**src/rtl/uart_pkg.sv**
```systemverilog
// uart_pkg: types and helpers shared by uart_rx and uart_tx.
// UART_RX_PARITY_EN adds the PARITY receive state (8E1 framing).
package uart_pkg;

    localparam int unsigned UART_DATA_BITS = 8;

    typedef enum logic [2:0] {
        IDLE,
        START,
        DATA,
`ifdef UART_RX_PARITY_EN
        PARITY,
`endif
        STOP,
        WAIT_IDLE
    } rx_state_t;

    function automatic int unsigned uart_div(input int unsigned clk_freq,
                                             input int unsigned baud,
                                             input int unsigned oversample);
        return clk_freq / (baud * oversample);
    endfunction

endpackage

```
**src/rtl/uart_rx_fifo.sv**
```systemverilog
// uart_rx_fifo: synchronous first-word-fall-through FIFO with occupancy count.
// A push into a full FIFO is dropped unless a pop happens in the same cycle.
module uart_rx_fifo #(
    parameter int unsigned WIDTH = 8,
    parameter int unsigned DEPTH = 8
) (
    input  logic                     clk,
    input  logic                     reset_n,
    input  logic                     push,
    input  logic [WIDTH-1:0]         push_data,
    input  logic                     pop,
    output logic [WIDTH-1:0]         head,
    output logic                     valid,
    output logic [$clog2(DEPTH):0]   count,
    output logic                     dropped
);

    localparam int unsigned AW = $clog2(DEPTH);

    logic [WIDTH-1:0] mem [DEPTH];
    logic [AW-1:0]    rd_ptr;
    logic [AW-1:0]    wr_ptr;
    logic             full;
    logic             do_pop;
    logic             do_push;

    assign valid   = (count != '0);
    assign full    = (count == (AW+1)'(DEPTH));
    assign head    = mem[rd_ptr];
    assign do_pop  = pop && valid;
    // A pop frees the slot in the same cycle, so a full FIFO still accepts the push.
    assign do_push = push && (!full || do_pop);
    assign dropped = push && full && !do_pop;

    always_ff @(posedge clk or negedge reset_n) begin
        if (!reset_n) begin
            for (int unsigned i = 0; i < DEPTH; i++) begin
                mem[i] <= '0;
            end
            rd_ptr <= '0;
            wr_ptr <= '0;
            count  <= '0;
        end else begin
            if (do_push) begin
                mem[wr_ptr] <= push_data;
                wr_ptr      <= wr_ptr + 1'b1;
            end
            if (do_pop) begin
                rd_ptr <= rd_ptr + 1'b1;
            end
            case ({do_push, do_pop})
                2'b10:   count <= count + 1'b1;
                2'b01:   count <= count - 1'b1;
                default: count <= count;
            endcase
        end
    end

endmodule

```
**src/rtl/uart_rx.sv**
```systemverilog
// uart_rx: oversampling 8N1 receiver with FWFT byte FIFO and valid/ready output.
// Define UART_RX_PARITY_EN for 8E1 framing and the parity_err output.
module uart_rx
    import uart_pkg::*;
#(
    parameter int unsigned CLK_FREQ   = 50_000_000,
    parameter int unsigned BAUD       = 115200,
    parameter int unsigned OVERSAMPLE = 16,
    parameter int unsigned FIFO_DEPTH = 8
) (
    input  logic                          clk,
    input  logic                          reset_n,
    input  logic                          uart_in,
    output logic [7:0]                    data_out,
    output logic                          valid,
    input  logic                          ready,
    output logic [$clog2(FIFO_DEPTH):0]   fifo_count,
    output logic                          frame_err,
    output logic                          overrun,
`ifdef UART_RX_PARITY_EN
    output logic                          parity_err,
`endif
    output logic                          busy
);

    localparam int unsigned DIV   = uart_div(CLK_FREQ, BAUD, OVERSAMPLE);
    localparam int unsigned CNT_W = (DIV > 1) ? $clog2(DIV) : 1;
    localparam int unsigned SC_W  = $clog2(OVERSAMPLE);
    localparam int unsigned BI_W  = $clog2(UART_DATA_BITS);

    logic rx_meta;
    logic rx_s;
    logic rx_prev;

    always_ff @(posedge clk or negedge reset_n) begin
        if (!reset_n) begin
            rx_meta <= 1'b1;
            rx_s    <= 1'b1;
            rx_prev <= 1'b1;
        end else begin
            rx_meta <= uart_in;
            rx_s    <= rx_meta;
            rx_prev <= rx_s;
        end
    end

    logic [CNT_W-1:0] tick_cnt;
    logic             tick;

    assign tick = (tick_cnt == CNT_W'(DIV - 1));

    always_ff @(posedge clk or negedge reset_n) begin
        if (!reset_n) begin
            tick_cnt <= '0;
        end else if (tick) begin
            tick_cnt <= '0;
        end else begin
            tick_cnt <= tick_cnt + 1'b1;
        end
    end

    rx_state_t                 state;
    rx_state_t                 state_nxt;
    logic [SC_W-1:0]           sc;
    logic [BI_W-1:0]           bit_idx;
    logic [UART_DATA_BITS-1:0] shreg;
    logic                      smp_lo;
    logic                      smp_mid;
    logic                      maj;
    logic                      decide;
    logic                      wrap;
    logic                      push;
    logic                      fe;
`ifdef UART_RX_PARITY_EN
    logic                      par_bad;
    logic                      pe;
`endif

    // Third vote is the live sample taken on the decision tick itself.
    assign maj    = (smp_lo & smp_mid) | (smp_lo & rx_s) | (smp_mid & rx_s);
    assign decide = tick && (sc == SC_W'(OVERSAMPLE/2 + 1));
    assign wrap   = tick && (sc == SC_W'(OVERSAMPLE - 1));

    always_ff @(posedge clk or negedge reset_n) begin
        if (!reset_n) begin
            state <= IDLE;
        end else begin
            state <= state_nxt;
        end
    end

    always_comb begin
        state_nxt = state;
        push      = 1'b0;
        fe        = 1'b0;
`ifdef UART_RX_PARITY_EN
        pe        = 1'b0;
`endif
        case (state)
            IDLE: begin
                if (rx_prev && !rx_s) begin
                    state_nxt = START;
                end
            end
            START: begin
                if (decide && maj) begin
                    state_nxt = IDLE;
                end else if (wrap) begin
                    state_nxt = DATA;
                end
            end
            DATA: begin
                if (wrap && (bit_idx == BI_W'(UART_DATA_BITS - 1))) begin
`ifdef UART_RX_PARITY_EN
                    state_nxt = PARITY;
`else
                    state_nxt = STOP;
`endif
                end
            end
`ifdef UART_RX_PARITY_EN
            PARITY: begin
                if (decide) begin
                    pe = (maj != ^shreg);
                end
                if (wrap) begin
                    state_nxt = STOP;
                end
            end
`endif
            STOP: begin
                if (decide) begin
                    if (maj) begin
`ifdef UART_RX_PARITY_EN
                        push = !par_bad;
`else
                        push = 1'b1;
`endif
                        state_nxt = IDLE;
                    end else begin
                        fe        = 1'b1;
                        state_nxt = WAIT_IDLE;
                    end
                end
            end
            WAIT_IDLE: begin
                if (rx_s) begin
                    state_nxt = IDLE;
                end
            end
            default: state_nxt = IDLE;
        endcase
    end

    // sc is held at zero in IDLE, which gives the required clear on the start edge.
    always_ff @(posedge clk or negedge reset_n) begin
        if (!reset_n) begin
            sc      <= '0;
            bit_idx <= '0;
            shreg   <= '0;
            smp_lo  <= 1'b1;
            smp_mid <= 1'b1;
        end else begin
            if (state == IDLE) begin
                sc <= '0;
            end else if (tick) begin
                sc <= sc + 1'b1;
            end
            if (state != DATA) begin
                bit_idx <= '0;
            end else if (wrap) begin
                bit_idx <= bit_idx + 1'b1;
            end
            if (tick && (sc == SC_W'(OVERSAMPLE/2 - 1))) begin
                smp_lo <= rx_s;
            end
            if (tick && (sc == SC_W'(OVERSAMPLE/2))) begin
                smp_mid <= rx_s;
            end
            if ((state == DATA) && decide) begin
                shreg <= {maj, shreg[UART_DATA_BITS-1:1]};
            end
        end
    end

`ifdef UART_RX_PARITY_EN
    always_ff @(posedge clk or negedge reset_n) begin
        if (!reset_n) begin
            par_bad <= 1'b0;
        end else if (state == IDLE) begin
            par_bad <= 1'b0;
        end else if (pe) begin
            par_bad <= 1'b1;
        end
    end

    assign parity_err = pe;
`endif

    assign frame_err = fe;
    assign busy      = (state != IDLE);

    uart_rx_fifo #(
        .WIDTH (UART_DATA_BITS),
        .DEPTH (FIFO_DEPTH)
    ) u_fifo (
        .clk       (clk),
        .reset_n   (reset_n),
        .push      (push),
        .push_data (shreg),
        .pop       (ready),
        .head      (data_out),
        .valid     (valid),
        .count     (fifo_count),
        .dropped   (overrun)
    );

endmodule

```
**config.mk**
```make
export PLATFORM = sky130hd
export DESIGN_NAME = uart_rx
export DESIGN_NICKNAME = d
export VERILOG_FILES = /design/src/rtl/uart_pkg.sv /design/src/rtl/uart_rx_fifo.sv /design/src/rtl/uart_rx.sv
export SDC_FILE = /design/constraint.sdc
export NUM_CORES = 1
export LEC_CHECK = 0
export ABC_CLOCK_PERIOD_IN_PS = 5470
export CORE_MARGIN = 2
export CORE_UTILIZATION = 39
export CTS_CLUSTER_DIAMETER = 120
export CTS_CLUSTER_SIZE = 24
export DETAILED_ROUTE_END_ITERATION = 12
export PLACE_DENSITY = 0.6
export SLEW_MARGIN = 20
export SYNTH_ARGS = -nofsm -noshare
export SYNTH_HDL_FRONTEND = slang
export SYNTH_SLANG_ARGS = --single-unit
```
**constraint.sdc**
```tcl
create_clock -name clk -period 5.47 [get_ports clk]
set_input_delay 1.3675 -clock clk [delete_from_list [all_inputs] [get_ports clk]]
set_output_delay 1.3675 -clock clk [all_outputs]
set_load 0.02 [all_outputs]
```
==> results of run 1 <==
[per-stage QoR]
step                total power (uW)  cell area (sq um)
detailed placement               811               5240
floorplan                        787               4880
global route                    1440               5510
CTS                             1400               5510
global placement                 810               5240
finish                          1380               5510
[routing by layer]
layer | wire, um | vias up
li1 | - | 1287
met1 | 4470 | 1429
met2 | 4190 | 37
met3 | 251 | 12
met4 | 182 | 0
met5 | 0 | -
[final timing paths]
check,from,slack (ns),cells past startpoint,end
worst max-delay path,ready,0.71,5,overrun
worst min-delay path,rx_meta,0.36,0,rx_s
worst max register to register,tick_cnt[0],2.29,14,u_fifo.count[2]
worst min register to register,rx_meta,0.36,0,rx_s
max in group asynchronous,reset_n,3.34,2,u_fifo.count[1]
min in group asynchronous,reset_n,1.10,1,state[2]
[critical path, stage by stage]
cell and delay, ns:
clkdlybuf4s50_1 0.44, nand2b_1 0.20, or2_2 0.35, nor4_1 0.35
clkdlybuf4s50_1 0.68
[state kept, by name (all words and copies together), names as in the netlist]
register / count
bit_idx: 3
rx_meta: 1
rx_prev: 1
rx_s: 1
sc: 4
shreg: 8
smp_lo: 1
smp_mid: 1
state: 3
tick_cnt: 5
u_fifo.count: 4
u_fifo.mem: 64
u_fifo.rd_ptr: 3
u_fifo.wr_ptr: 3
[power by group]
| group | switching (uW) | leakage (uW) | internal, uW |
|---|---|---|---|
| registers | 3.03 | 0.00139 | 758 |
| logic | 24.8 | 0.00105 | 9.36 |
| clock network | 279 | 0.000130 | 310 |
| total | 307 | 0.00257 | 1080 |
[area by class of cell]
class | instances | share of cell area (%)
Clock buffer | 11 | 4.23
Clock inverter | 5 | 0.636
Inverter | 11 | 0.750
Multi-Input combinational cell | 216 | 40.3
Sequential cell | 102 | 46.5
Tap cell | 168 | 3.82
Timing Repair Buffer | 22 | 3.82
[cell families (layout without fill, tap and decap cells)]
family	count (synthesis)	after routing	share of synthesized area, %
adders and majority gates	13	13	3.28
xor gates and xnor gates	15	15	2.69
muxes	103	103	27.5
DFF	102	102	52.4
AOI/OAI and AO/OA	13	13	1.82
buffers and inverters	27	49	2.15
and+or+nand+nor	72	72	10.2
[layout by cell type (no fill, tap or decap), types with 9 or more instances in the layout]
| master | n |
|---|---|
| mux4_2 | 16 |
| mux2_2 | 84 |
| dfrtp_1 | 97 |
| xor2_1 | 9 |
| clkdlybuf4s50_1 | 18 |
| clkbuf_16 | 9 |
| inv_1 | 11 |
| nor2_1 | 19 |
| nand3_1 | 9 |
| ha_1 | 12 |
==> results.txt, run 1 <==
FFs w/ async S/R, synth - 100%
Routed len/inst - 17.0 um
Final core occ - 45.5%
Initial antenna violation count - 0
Shortest period the worst path allows - 4.76 ns
Rows - 40
Place WS - 0.696 ns
Fin. max-slew vios - 0
Root Buffer - clkbuf_16
CTS resizes - 0
Synth Warn # - 0
Fmax - 210 MHz
WS Path Type - in2out
Met1 usage - 20.7%
Gpl congestion - 0.733
Area of the multi-input gates - 2220 sq um
Max-cap violations - 0
Largest net degree at the start of global routing - 63
1st-iter DRT viols - 144
Vias - 2765
Slew @ Worst Pin - 0.931 ns
Clk_skew - 0.00928 ns
Post-Place Cells - 519
Area growth, synth to finish - 12.8%
H-tree Lvls - 3
CTS tree - built
Total global routing track utilization - 14.9%
Power Dens Cells - 251 nW/um^2
Synth top cells by count - dfrtp_1, mux2_2, nor2_1
Die height - 116 um
Router iterations before antenna repair - 4
Startpoint Class - input pin
Post-Syn Instances - 345
Cell Area, Synth - 4880 sq um
Synth cell types - 45
CTS sink count - 102
Status - complete, no violations
Routed Antenna Nets - 0
Gr busiest metal - met2
Crit path capture type - output port
Area of the core - 12100 sq um
First-pass GRT wire length - 15.0 mm
Syn Nets - 361
Synth top area cells - dfrtp_1, mux2_2, mux4_2, ha_1, dfstp_2
Die X - 116 um
Die ar. - 13400 sq um
TritonCTS buffer count - 9
Worst hold slack - 0.356 ns
Peak supply drop - 0.120 mV
Final net count - 378
Setup Buffers After CTS - 0
Slew headroom - 37.9%
Post-synth top area cell - dfrtp_1
#FFs+latches synth - 102
Syn_area_per_cell - 14.2 sq um
Hold WC Path Type - reg2reg
Yosys top cell area share - 49.7%
Grt met3 use - 1.99%
Period utilisation layout - 87.0%
Share of cells above drive strength 1 - 37.9%
Routed WL - 9.10 mm
GRT overflow - 0
Sum Neg Setup Slack - 0 ns
Primary FF master, synth - dfrtp_1
Clk buf depth - 2
Hold Buf Count CTS - 0
HPWL after DPL - 5.64 mm
RSZ-0062 raised after global routing - false
WP data arrival - 3.39 ns
Final Non-Filler Cells - 535
Setup ws final - 0.712 ns
Drt drc - 0
Initial Util - 40.3%
Crit Path Max Fanout - 4
GR Util met2 - 23.8%
Count leader, synth - dfrtp_1
P_leak - 0.00257 uW
Worst skew pair latency - 0.35 ns
Fillers - 1122
Final hold vios - 0
Clk slew on worst S/H paths - 0.06 ns
Register area share after synthesis - 52.4%
Finish-stage setup viols - 0
Port Buffers - 19
Worst Path Required - 4.10 ns
Sequential Area - 2560 sq um
Number of vias per cell - 5.17
Antenna Cells - 0
IO Pins - 20
Number of enable flip-flop cells after synthesis - 0
Vias in the first global route - 2824
No activity file was read; power rests on OpenSTA's default activity.
==> run 2, diff against run 1 <==
--- a/config.mk
+++ b/config.mk
@@ -5,13 +5,13 @@
 export SDC_FILE = /design/constraint.sdc
 export NUM_CORES = 1
 export LEC_CHECK = 0
-export ABC_CLOCK_PERIOD_IN_PS = 5470
+export ABC_CLOCK_PERIOD_IN_PS = 5600
 export CORE_MARGIN = 2
 export CORE_UTILIZATION = 39
 export CTS_CLUSTER_DIAMETER = 120
 export CTS_CLUSTER_SIZE = 24
 export DETAILED_ROUTE_END_ITERATION = 12
-export PLACE_DENSITY = 0.6
+export PLACE_DENSITY = 0.58
 export SLEW_MARGIN = 20
 export SYNTH_ARGS = -nofsm -noshare
 export SYNTH_HDL_FRONTEND = slang
==> constraint.sdc (replaced) <==
create_clock -name clk -period 5.6 [get_ports clk]
set_input_delay 1.4 -clock clk [delete_from_list [all_inputs] [get_ports clk]]
set_output_delay 1.4 -clock clk [all_outputs]
set_load 0.02 [all_outputs]
==> results.txt, run 2 (synthesized netlist as in run 1, its figures left out) <==
Drt drc - 0
TritonCTS buffer count - 9
Hold WC Path Type - reg2reg
CTS sink count - 102
WP data arrival - 3.28 ns
Port Buffers - 19
Shortest period the worst path allows - 4.68 ns
CTS resizes - 0
Initial Util - 40.3%
Routed Antenna Nets - 0
Sum Neg Setup Slack - 0 ns
Commonest non-fill, non-tap cell in the layout - dfrtp_1
Area growth, synth to finish - 14.2%
Area of the core - 12100 sq um
Vias - 2794
Root Buffer - clkbuf_16
Max reg flops - 64
Slew headroom - 41.2%
Worst reg2reg startpoint - tick_cnt[0]
Met1 usage - 21.5%
Share of cells above drive strength 1 - 38.0%
Flop pwr share - 50.3%
Peak supply drop - 0.160 mV
Startpoint Class - input pin
Antenna Cells - 0
Router iterations before antenna repair - 4
Max-cap violations - 0
Setup Buffers After CTS - 0
CP dominant cell by count - clkdlybuf4s50_1
Hold Buf Count CTS - 0
Total power - 1480 uW
Worst Path Required - 4.20 ns
HPWL after DPL - 5.91 mm
Rows - 40
Grt met3 use - 4.45%
GR Util met2 - 25.2%
H-tree Lvls - 3
Gpl congestion - 0.703
Routed WL - 9.27 mm
Register bank with the most flops - u_fifo.mem
CTS tree - built
Final net count - 378
IO Pins - 20
Finish-stage setup viols - 0
Top Registers - u_fifo.mem (64), shreg (8), tick_cnt (5)
Clk slew on worst S/H paths - 0.06 ns
Initial antenna violation count - 0
Routed len/inst - 17.4 um
Die X - 116 um
Crit Path Max Fanout - 4
WS Path Type - in2out
Largest net degree at the start of global routing - 56
GRT overflow - 0
Slowest cell on crit path - clkdlybuf4s50_1
Combinational Power Share - 2.3%
Die height - 116 um
Slew @ Worst Pin - 0.881 ns
Die ar. - 13400 sq um
Clock power frac - 47.5%
Power Dens Cells - 265 nW/um^2
Gr busiest metal - met2
Critical Path, Cell by Cell - clkdlybuf4s50_1 -> nand2b_1 -> or2_2 -> nor4_1 -> clkdlybuf4s50_1
Fin. max-slew vios - 0
P_leak - 0.00260 uW
Total global routing track utilization - 15.8%
Fillers - 1147
Internal Power - 1200 uW
Hold Startpoint - rx_meta
Number of vias per cell - 5.23
Period utilisation layout - 83.6%
P_sw - 284 uW
Clk_skew - 0.00616 ns
First-pass GRT wire length - 15.8 mm
CP peak stage delay - 0.66 ns
Fmax - 214 MHz
Clk buf depth - 2
Most frequent cells in the layout - dfrtp_1, mux2_2, nor2_1
Status - complete, no violations
Vias in the first global route - 2937
1st-iter DRT viols - 101
Final hold vios - 0
Critical path launch point - ready
Worst hold slack - 0.359 ns
Crit path capture type - output port
Switching share of power - 19.2%
Worst skew pair latency - 0.34 ns
RSZ-0062 raised after global routing - false
run 2: cell count changes in the layout (fill, tap and decap cells not counted), sizes merged:
cell / before / now
inv: 12 / 11
clkinvlp: 1 / 0
bufinv: 0 / 3
clkinv: 3 / 1
run 2: layer usage:
metal / wire (um) / share of wire, % / vias to the layer above
met1: 4370 / 47 / 1463
li1: - / - / 1284
met2: 4400 / 47 / 34
met4: 136 / 1.5 / 0
met5: 0 / 0 / -
met3: 363 / 3.9 / 13
run 2: path summary, 6_finish.rpt:
kind / endpoint / slack [ns] / cells past startpoint
worst max-delay path: overrun / 0.92 / 5
worst min-delay path: rx_s / 0.36 / 0
worst max register to register: u_fifo.count[2] / 2.43 / 14
worst min register to register: rx_s / 0.36 / 0
max in group asynchronous: u_fifo.mem[55] / 3.45 / 2
min in group asynchronous: u_fifo.count[0] / 1.10 / 1
run 2: worst max-delay path: cells and delay by family:
| kind | cells | cell delay [ns] |
|---|---|---|
| buf+inv | 2 | 1.10 |
| simple gates | 3 | 0.78 |
run 2: through the flow:
step	util, %	cell area, sq um	std cells	setup slack (ns)
floorplan	-	4880	345	1.53
global placement	43.3	5240	519	0.865
detailed placement	43.3	5240	519	0.932
CTS	46.1	5580	534	0.910
global route	46.1	5580	534	0.848
finish	46.1	5580	534	0.919
run 2: cell type report:
| class | instances | area (sq um) | share of cell area [%] |
|---|---|---|---|
| Sequential cell | 102 | 2560 | 45.9 |
| Multi-Input combinational cell | 216 | 2220 | 39.8 |
| Clock buffer | 11 | 243 | 4.35 |
| Timing Repair Buffer | 22 | 210 | 3.77 |
| Tap cell | 168 | 210 | 3.77 |
| Clock inverter | 4 | 95.1 | 1.70 |
| Inverter | 11 | 41.3 | 0.740 |
run 2: power groups by stage:
stage	Clock (uW)	Combinational, uW	Sequential [uW]
floorplan	0	12.4	756
global placement	0	34.4	757
detailed placement	0	34.9	757
CTS	721	35.0	743
global route	757	39.5	743
finish	702	33.5	743
==> run 3, diff against run 2 <==
--- a/config.mk
+++ b/config.mk
@@ -5,7 +5,7 @@
 export SDC_FILE = /design/constraint.sdc
 export NUM_CORES = 1
 export LEC_CHECK = 0
-export ABC_CLOCK_PERIOD_IN_PS = 5600
+export ABC_CLOCK_PERIOD_IN_PS = 4400
 export CORE_MARGIN = 2
 export CORE_UTILIZATION = 39
 export CTS_CLUSTER_DIAMETER = 120
==> constraint.sdc (replaced) <==
create_clock -name clk -period 4.4 [get_ports clk]
set_input_delay 1.1 -clock clk [delete_from_list [all_inputs] [get_ports clk]]
set_output_delay 1.1 -clock clk [all_outputs]
set_load 0.02 [all_outputs]
==> results.txt, run 3 (synthesized netlist as in run 1, its figures left out) <==
WP data arrival - 3.01 ns
Clk buf depth - 2
Max reg flops - 64
Final net count - 380
Worst path bufs/invs - 2
Drt drc - 0
Root Buffer - clkbuf_16
Slew headroom - 41.4%
Period utilisation layout - 93.4%
Routed len/inst - 17.2 um
Top Registers - u_fifo.mem (64), shreg (8), tick_cnt (5)
First-pass GRT wire length - 15.2 mm
Area of the core - 12100 sq um
CTS sink count - 102
Peak supply drop - 0.179 mV
Worst skew pair latency - 0.35 ns
Critical Path, Cell by Cell - clkdlybuf4s50_1 -> nand2b_1 -> or2_2 -> nor4_1 -> clkdlybuf4s50_1
Total global routing track utilization - 15.1%
Slowest cell on crit path - clkdlybuf4s50_1
Sum Neg Setup Slack - 0 ns
WS Path Type - in2out
RSZ-0062 raised after global routing - false
Crit Path Max Fanout - 4
Fmax - 243 MHz
Clk slew on worst S/H paths - 0.07 ns
P_leak - 0.00261 uW
Power Dens Cells - 334 nW/um^2
CTS resizes - 0
1st-iter DRT viols - 89
Clk_skew - 0.00796 ns
CTS tree - built
Antenna Cells - 0
Routed Antenna Nets - 0
Fin. max-slew vios - 0
Vias in the first global route - 2946
Setup Buffers After CTS - 0
Router iterations before antenna repair - 4
Initial Util - 40.3%
Port Buffers - 19
Register bank with the most flops - u_fifo.mem
Finish-stage setup viols - 0
Die X - 116 um
CP dominant cell by count - clkdlybuf4s50_1
Most frequent cells in the layout - dfrtp_1, mux2_2, nor2_1
Commonest non-fill, non-tap cell in the layout - dfrtp_1
TritonCTS buffer count - 9
Hold Buf Count CTS - 0
Number of vias per cell - 5.26
Crit path capture type - output port
Max-cap violations - 0
Gpl congestion - 0.692
Share of cells above drive strength 1 - 38.5%
Die ar. - 13400 sq um
Worst Path Required - 3.30 ns
Largest net degree at the start of global routing - 36
Vias - 2824
H-tree Lvls - 3
CP peak stage delay - 0.67 ns
HPWL after DPL - 5.96 mm
Initial antenna violation count - 0
Rows - 40
Status - complete, no violations
Cell family with the largest share of critical-path delay - buffers and inverters
Area growth, synth to finish - 14.4%
IO Pins - 20
GRT overflow - 0
Worst hold slack - 0.358 ns
Hold WC Path Type - reg2reg
Final hold vios - 0
Slew @ Worst Pin - 0.873 ns
Routed WL - 9.25 mm
Die height - 116 um
Startpoint Class - input pin
Shortest period the worst path allows - 4.11 ns
## run 3: cell count changes in the layout (fill, tap and decap cells not counted)
cell / before / now
buf_4: 4 / 6
inv_8: 0 / 2
bufinv_16: 3 / 2
clkinv_2: 1 / 0
clkinvlp_4: 0 / 1
## run 3: worst register-to-register path, cell delays in order (launching register included)
cell and delay (ns):
dfrtp_1 0.41, inv_1 0.07, ha_1 0.15, and4b_1 0.19, buf_4 0.21, nand3_1 0.28, nor3_1 0.45, inv_1 0.12
ha_1 0.30, xor2_1 0.17, ha_1 0.18, a21oi_1 0.14, xor2_1 0.16, nor2_1 0.07, xor2_1 0.14
## run 3: worst paths after layout
check,from,endpoint,slack (ns),cells past startpoint
hold reg to reg,rx_meta,rx_s,0.36,0
min in group asynchronous,reset_n,bit_idx[2],0.69,1
max in group asynchronous,reset_n,smp_lo,2.89,2
setup / recovery,ready,overrun,0.29,5
setup reg to reg,tick_cnt[0],u_fifo.count[2],1.24,14
hold / removal,rx_meta,rx_s,0.36,0
## run 3: final cells by class
cell class              instances  area, sq um
multi-input cells             216         2220
well taps                     168          210
inverters                      11         41.3
clock inverters                 5         90.1
flip-flops and latches        102         2560
repair buffers                 24          225
clock buffers                  11          243
fillers                      1120         6520
## run 3: power by group
group	total [uW]	switching, uW	internal [uW]
combinational	43.5	31.2	12.3
sequential	946	3.82	942
clock	876	354	522
## run 3: routing by layer
metal / part of all wire, % / global-route usage (%) / vias up
met5: 0 / 0 / -
met4: 1.4 / 5.00 / 0
met3: 2.9 / 3.56 / 11
met2: 47 / 23.4 / 39
met1: 48 / 21.1 / 1479
li1: - / - / 1295
## run 3: metrics by stage
step | cell area (sq um) | setup WS [ns] | std cells | total power (uW) | utilization [%]
2_1_floorplan | 4880 | 0.927 | 345 | 978 | -
6_report | 5590 | 0.290 | 537 | 1870 | 46.1
5_1_grt | 5590 | 0.175 | 537 | 1940 | 46.1
3_3_place_gp | 5260 | 0.268 | 521 | 1010 | 43.4
3_5_place_dp | 5260 | 0.287 | 521 | 1010 | 43.4
4_1_cts | 5590 | 0.260 | 537 | 1890 | 46.1
